## src/rtl/wb_slave_regfile_pipe.sv

```systemverilog
// Wishbone B4 pipelined slave register file with byte-lane writes, read-only
// status registers, a hardware update port and a fixed-latency response pipeline.
module wb_slave_regfile_pipe #(
    parameter int ADDR_WIDTH   = 16,
    parameter int DATA_WIDTH   = 32,
    parameter int GRANULE      = 8,
    parameter int REGISTER_NUM = 16,
    parameter logic [REGISTER_NUM-1:0]            READ_ONLY_MASK = '0,
    parameter logic [REGISTER_NUM*DATA_WIDTH-1:0] RESET_VALUE    = '0,
    parameter int WAIT_STATES  = 0,
    localparam int SEL_WIDTH   = DATA_WIDTH / GRANULE
) (
    input  logic                               clk_i,
    input  logic                               rst_i,
    input  logic                               cyc_i,
    input  logic                               stb_i,
    input  logic                               we_i,
    input  logic [ADDR_WIDTH-1:0]              adr_i,
    input  logic [DATA_WIDTH-1:0]              dat_i,
    input  logic [SEL_WIDTH-1:0]               sel_i,
    output logic [DATA_WIDTH-1:0]              dat_o,
    output logic                               ack_o,
    output logic                               err_o,
    output logic                               stall_o,
    output logic [REGISTER_NUM*DATA_WIDTH-1:0] regs_o,
    output logic [REGISTER_NUM-1:0]            wr_pulse_o,
    input  logic [REGISTER_NUM-1:0]            hw_we_i,
    input  logic [REGISTER_NUM*DATA_WIDTH-1:0] hw_dat_i
);

    localparam logic [ADDR_WIDTH:0] REG_LIMIT = (ADDR_WIDTH + 1)'(REGISTER_NUM);

    logic [DATA_WIDTH-1:0]   regs [REGISTER_NUM];
    logic                    accept;
    logic                    addr_err;
    logic                    ro_hit;
    logic                    resp_err;
    logic [REGISTER_NUM-1:0] hit;
    logic [REGISTER_NUM-1:0] bus_wr;
    logic [DATA_WIDTH-1:0]   lane_mask;
    logic [DATA_WIDTH-1:0]   read_word;
    logic [DATA_WIDTH-1:0]   read_data;

    logic [WAIT_STATES:0]    pipe_valid;
    logic [WAIT_STATES:0]    pipe_err;
    logic [DATA_WIDTH-1:0]   pipe_data [WAIT_STATES+1];

    // The response pipeline never backpressures; only reset holds the bus off.
    assign stall_o = rst_i;
    assign accept  = cyc_i & stb_i & ~stall_o;

    always_comb begin
        lane_mask = '0;
        for (int i = 0; i < SEL_WIDTH; i++) begin
            lane_mask[i*GRANULE +: GRANULE] = {GRANULE{sel_i[i]}};
        end
    end

    always_comb begin
        hit       = '0;
        read_word = '0;
        ro_hit    = 1'b0;
        for (int n = 0; n < REGISTER_NUM; n++) begin
            if (adr_i == ADDR_WIDTH'(n)) begin
                hit[n]    = 1'b1;
                read_word = regs[n];
                ro_hit    = READ_ONLY_MASK[n];
            end
        end
    end

    // Out-of-range addresses and writes to status registers terminate with ERR.
    always_comb begin
        addr_err  = ({1'b0, adr_i} >= REG_LIMIT);
        resp_err  = addr_err | (we_i & ro_hit);
        bus_wr    = (accept & we_i & ~resp_err) ? hit : '0;
        read_data = (we_i | resp_err) ? '0 : (read_word & lane_mask);
    end

    // A bus write takes priority over the hardware port on writable registers;
    // status registers follow hw_dat_i every cycle.
    always_ff @(posedge clk_i) begin
        for (int n = 0; n < REGISTER_NUM; n++) begin
            if (rst_i) begin
                regs[n] <= RESET_VALUE[n*DATA_WIDTH +: DATA_WIDTH];
            end else if (READ_ONLY_MASK[n]) begin
                regs[n] <= hw_dat_i[n*DATA_WIDTH +: DATA_WIDTH];
            end else if (bus_wr[n]) begin
                regs[n] <= (regs[n] & ~lane_mask) | (dat_i & lane_mask);
            end else if (hw_we_i[n]) begin
                regs[n] <= hw_dat_i[n*DATA_WIDTH +: DATA_WIDTH];
            end
        end
    end

    always_ff @(posedge clk_i) begin
        if (rst_i) begin
            wr_pulse_o <= '0;
        end else begin
            wr_pulse_o <= bus_wr;
        end
    end

    // Dropping cyc_i kills every in-flight response at the same edge.
    always_ff @(posedge clk_i) begin
        if (rst_i) begin
            pipe_valid <= '0;
            pipe_err   <= '0;
            for (int i = 0; i <= WAIT_STATES; i++) begin
                pipe_data[i] <= '0;
            end
        end else begin
            pipe_valid[0] <= accept;
            pipe_err[0]   <= resp_err;
            pipe_data[0]  <= read_data;
            for (int i = 1; i <= WAIT_STATES; i++) begin
                pipe_valid[i] <= pipe_valid[i-1];
                pipe_err[i]   <= pipe_err[i-1];
                pipe_data[i]  <= pipe_data[i-1];
            end
            if (!cyc_i) begin
                pipe_valid <= '0;
            end
        end
    end

    assign ack_o = pipe_valid[WAIT_STATES] & ~pipe_err[WAIT_STATES];
    assign err_o = pipe_valid[WAIT_STATES] &  pipe_err[WAIT_STATES];
    assign dat_o = ack_o ? pipe_data[WAIT_STATES] : '0;

    always_comb begin
        regs_o = '0;
        for (int n = 0; n < REGISTER_NUM; n++) begin
            regs_o[n*DATA_WIDTH +: DATA_WIDTH] = regs[n];
        end
    end

endmodule

```

## config.mk

```make
export PLATFORM = sky130hd
export DESIGN_NAME = wb_slave_regfile_pipe
export DESIGN_NICKNAME = d
export VERILOG_FILES = /design/src/rtl/wb_slave_regfile_pipe.sv
export SDC_FILE = /design/constraint.sdc
export NUM_CORES = 2
export LEC_CHECK = 0
export CORE_AREA = 2 2 450 452
export CTS_BUF_LIST = sky130_fd_sc_hd__clkbuf_8
export CTS_CLUSTER_DIAMETER = 40
export DETAILED_ROUTE_END_ITERATION = 8
export DIE_AREA = 0 0 452 454
export HOLD_SLACK_MARGIN = 0.06
export PLACE_DENSITY_LB_ADDON = 0.25
export SKIP_LAST_GASP = 1
export SLEW_MARGIN = 20
export SYNTH_ARGS = -nofsm -noshare
export SYNTH_HDL_FRONTEND = slang
export SYNTH_SLANG_ARGS = --single-unit
```

## constraint.sdc

```tcl
create_clock -name clk_i -period 7.41 [get_ports clk_i]
set_input_delay 0.741 -clock clk_i [delete_from_list [all_inputs] [get_ports clk_i]]
set_output_delay 0.741 -clock clk_i [all_outputs]
set_load 0.01 [all_outputs]
```

== Word level (Yosys, flattened, before mapping) ==
Memory sizes are Yosys's and may differ from the RTL's.
Cells that the tools add are included.

* Order comparisons: 1
* Eq/ne operators: 15
* Mux-type cells: 184
* Bitwise logic cells: 78
* Reduce and logical (&&, ||, !) cells: 3

{| class="wikitable"
|+ Operator list
! operator !! count
|-
| two-way mux 32 bit || 51
|-
| AND 32 bit || 18
|-
| bitwise OR 32 bit || 16
|-
| two-way mux 1 bit || 132
|-
| == test 16 x 4 -> 1 bit, second input constant || 8
|-
| == test 16 x 3 -> 1 bit, second input constant || 4
|-
| bitwise OR 1 bit || 33
|-
| == test 16 x 2 -> 1 bit, second input constant || 2
|-
| inverter 32 bit || 1
|-
| OR reduction 32 bit || 1
|-
| == test 16 x 1 -> 1 bit, second input constant || 1
|-
| >= comparator 16 x 5 -> 1 bit, second input constant || 1
|-
| logical NOT 16 bit || 1
|-
| two-way mux 16 bit || 1
|-
| AND 1 bit || 6
|-
| inverter 1 bit || 4
|-
| OR reduction 2 bit || 1
|}

* Register bits: 18
* Bits in writable memories: 544
* Input port bits: 585
* Output and inout port bits: 563
* Logic and storage cells: 286
* Memories: 2

{| class="wikitable"
|+ Memories
! name !! words !! width !! rd ports !! clocked after Yosys merged registers in !! wr ports !! line !! source
|-
| regs || 16 || 32 || 16 || 0 || 16 || 33 || <nowiki>logic [DATA_WIDTH-1:0] regs [REGISTER_NUM];</nowiki>
|-
| pipe_data || 1 || 32 || 1 || 0 || 1 || 46 || <nowiki>logic [DATA_WIDTH-1:0] pipe_data [WAIT_STATES+1];</nowiki>
|}

== Longest topological paths before layout ==
* Word-level depth: 20
* Depth in mapped cells: 11
* Gate-level depth less buffers: 6

== Worst setup path after synthesis ==
OpenSTA, ideal clock, no wires.

* Path kind: input to register
* Start point: in adr_i[9]
* End point: mem regs[8][0], in the netlist regs[1][0], enable pin
* Setup time: 0.390 ns
* Arrival time: 2.987 ns
* Data required time: 7.020 ns
* Setup slack: 4.033 ns
* Stages on the path: 7
* Path buffers: 3
* Path through: or4_1 > buf_2 > buf_6 > nor3_4 > buf_2 > and3_1 > or3_1

{| class="wikitable"
|+ RTL lines
! element !! line !! source
|-
| start: declaration || 18 || <nowiki>input logic [ADDR_WIDTH-1:0] adr_i,</nowiki>
|-
| end: declaration || 33 ||
|}

==> metrics.txt <==
status completed; total setup buffers inserted after CTS 0; pin count of the biggest net entering global routing 80; clock sinks around 560; Bufs on Longest Clock Path 3; Skew-Pair Late Insertion Delay 0.95 ns; Port Buf Inserts between 1000 and 1500; static leakage ~17 nW; Clk network pwr share a little under half; Tcrit/Tclk final approximately 60%; antenna violations before repair 70; number of remaining DRC errors 0; WP data required ~8 ns; fill count 21800; Most used DFF post-synth edfxtp_1; Max Clk Rate between 200 and 250 MHz; Core ar. 201000 µm²; Final Max Slew Viols 0; share of layout cells above drive strength 1 between 10% and 20%; post-cts resize count 0; die span in y between 400 and 500 µm; Peak VDD IR between 0.15 and 0.2 mV; CTS tree yes; worst-margin pin slew between 1 and 1.5 ns; Avg Cell Area, Syn between 9 and 10 µm²; net switching fraction of the power a little under a third; most frequent cells in the layout clkdlybuf4s50_1 (1142), a21oi_1 (580), edfxtp_1 (512); Crit path largest cell delay around 0.96 ns; Initial Utilization 15.2%; Final Setup Violations 0; Comb pwr share 16.8%; number of global-route vias before repair about 33000; PwrDens around 230 nW/µm²; num ports about 1100; Setup crit start adr_i[14]; Tmin final roughly 4.4 ns; first-pass GRT wire length about 360 mm; Reg-to-Reg End pipe_data[0][5]; r2r setup slk between 4 and 5 ns; internal power approximately 7.7 mW; unrepaired setup endpoints after global routing false; EDFF count, synth 512; Flop pwr share approximately 37%; CP max stage cell and3b_2; drt total wl 282 mm; leading cell type in the layout, fill and taps excluded clkdlybuf4s50_1; detailed-router iteration count before antenna repair 9; Hold Crit Class input port to flip-flop; sw power ~3.5 mW; ANT nets after route 0; critical-path cell list clkdlybuf4s50_1 -> or4_4 -> nor2_2 -> nand3_2 -> and3b_2 -> nand2_1 -> o21ai_0; Root Buffer clkbuf_8; num rows roughly 170; hold path depth 3; ys async rst share 0%; synth unique cells 78; delay-heaviest family, CP simple AND/OR/NAND/NOR gates; Hold Startpoint cyc_i; sequential fraction of the synthesis area 53.7%; Hold Path End pipe_valid; hold buffer count at CTS 0; Die Width between 400 and 500 µm; cell area after synthesis between 30000 and 40000 µm²; Synthesized Nets about 3700; critical path launch point type input port; GRT Util Overall a little over a quarter; Rel. slew slack about 18%; die area 205000 µm²; Nets around 4800; synth warn 0; DR WL/cell 39.7 µm; CP max FO 34; WP data arrival ~5.1 ns; CTS buffer count around 160; post-synthesis register bit count between 500 and 600; HPWL reported at the end of detailed placement roughly 220 mm; max-cap viol count 0; Via-to-Cell Ratio approximately 4.8; setup TNS 0 ns; Post-Syn Instances approximately 3200; clk slew on worst S/H paths ~0.06 ns; placer's final routability congestion estimate between 0.9 and 1; WS Path Type input port to flip-flop; RR Startpoint regs[0][69]; Synth-to-Final Area Change 60.2%; Fin. Hold Viols 0; via count 34400; GRT overflow 0; Iter 0 DRT Violations about 3700; Clock Skew 0.0797 ns; CP endpoint kind flip-flop; Worst Path Buf+Inv 1; Worst Reg2Reg Path Length in Cells 5; # H-tree levels 4; hold_ws roughly 0.43 ns
how the worst max path moves through the flow:
| stage | end | slack, ns | depth (start not counted) |
|---|---|---|---|
| floorplan | regs[1][0] | 4.03 | 7 |
| global placement | regs[1][227] | 2.00 | 7 |
| detailed placement | regs[1][227] | 1.95 | 7 |
| CTS | regs[1][225] | 2.99 | 7 |
| global route | regs[1][227] | 2.87 | 7 |
| finish | regs[1][227] | 2.98 | 7 |
worst reg2reg max path, cell delays in order (launching register included):
cell and delay [ns]:
edfxtp_1 0.46, mux4_2 0.58, a222oi_1 0.64, o21ai_0 0.40
o211ai_1 0.27, a31oi_1 0.14
routing by layer:
metal / GRT usage, % / vias to the layer above / share of wire (%)
li1: - / 14200 / -
met1: 31.6 / 17600 / 39
met2: 43.6 / 2127 / 48
met3: 6.52 / 474 / 7.6
met4: 13.2 / 28 / 5.2
met5: 0 / - / 0.065
through the flow:
step / cells / area [µm²] / util [%] / worst slack, ns / power, mW
2_1_floorplan: 3161 / 30500 / - / 4.03 / 4.52
3_3_place_gp: 6750 / 45000 / 22.4 / 2.00 / 6.10
3_5_place_dp: 6750 / 45000 / 22.4 / 1.95 / 6.10
4_1_cts: 7048 / 48700 / 24.2 / 2.99 / 11.3
5_1_grt: 7085 / 48800 / 24.3 / 2.87 / 11.5
6_report: 7095 / 48900 / 24.3 / 2.98 / 11.2
kinds of logic (layout without fill, tap and decap cells):
group / Yosys count / in the layout / share of synthesized area [%]
mux: 51 / 51 / 2.72
buf+inv: 347 / 1565 / 4.52
compound gates: 1367 / 1367 / 25.9
simple gates: 834 / 834 / 13.1
other cells: 0 / 44 / 0
flops: 562 / 562 / 53.7
cells in the mapped netlist, types with 6 or more instances:
master     count  area share, %
edfxtp_1     512             50
mux2i_1       21           0.69
o2bb2ai_1    104            3.0
nand2_1      478            5.9
and2_1        70            1.4
buf_2         25           0.41
o221ai_1      19           0.55
nor2_1        66           0.81
a31oi_1       11           0.23
a22oi_1       39           0.96
a21oi_1      580            9.5
o211ai_1      27           0.66
a222oi_1      18           0.59
a22o_1         9           0.26
or4_1          9           0.22
nand3_1       53           0.87
or3_1         18           0.37
nor2b_1       19           0.39
nor3b_1        9           0.22
dfxtp_1       50            3.3
nor3_1        32           0.53
a221oi_1       6           0.17
mux4_2        25            1.8
clkbuf_1     274            3.4
a211oi_1       9           0.22
inv_1         19           0.23
nor4_4         7           0.49
buf_1         22           0.27
o211a_1        6           0.20
o22ai_1       26           0.53
and3_1        10           0.21
o21ai_0      467            7.7
and3b_1       12           0.34
nand4_1       11           0.23
area by class of cell:
class	instances	area [µm²]	area share (%)
diodes	44	110	0.225
flip-flops and latches	562	16400	33.5
repair buffers	1248	12200	25.1
well taps	2672	3340	6.84
inverters	19	83.8	0.172
clock inverters	131	1410	2.89
clock buffers	167	2300	4.70
multi-input cells	2252	13000	26.6
state kept, by name, summed over array words and instances (netlist names):
signal	flops
pipe_valid	1
pipe_data	32
regs	512
pipe_err	1
wr_pulse_o	16
power groups by stage:
stage / registers, mW / logic, mW / clock network [mW]
2_1_floorplan: 4.06 / 0.465 / 0
3_3_place_gp: 4.22 / 1.88 / 0
3_5_place_dp: 4.22 / 1.88 / 0
4_1_cts: 4.17 / 1.89 / 5.20
5_1_grt: 4.18 / 1.95 / 5.34
6_report: 4.18 / 1.88 / 5.11
No activity file was read; power rests on OpenSTA's default activity.
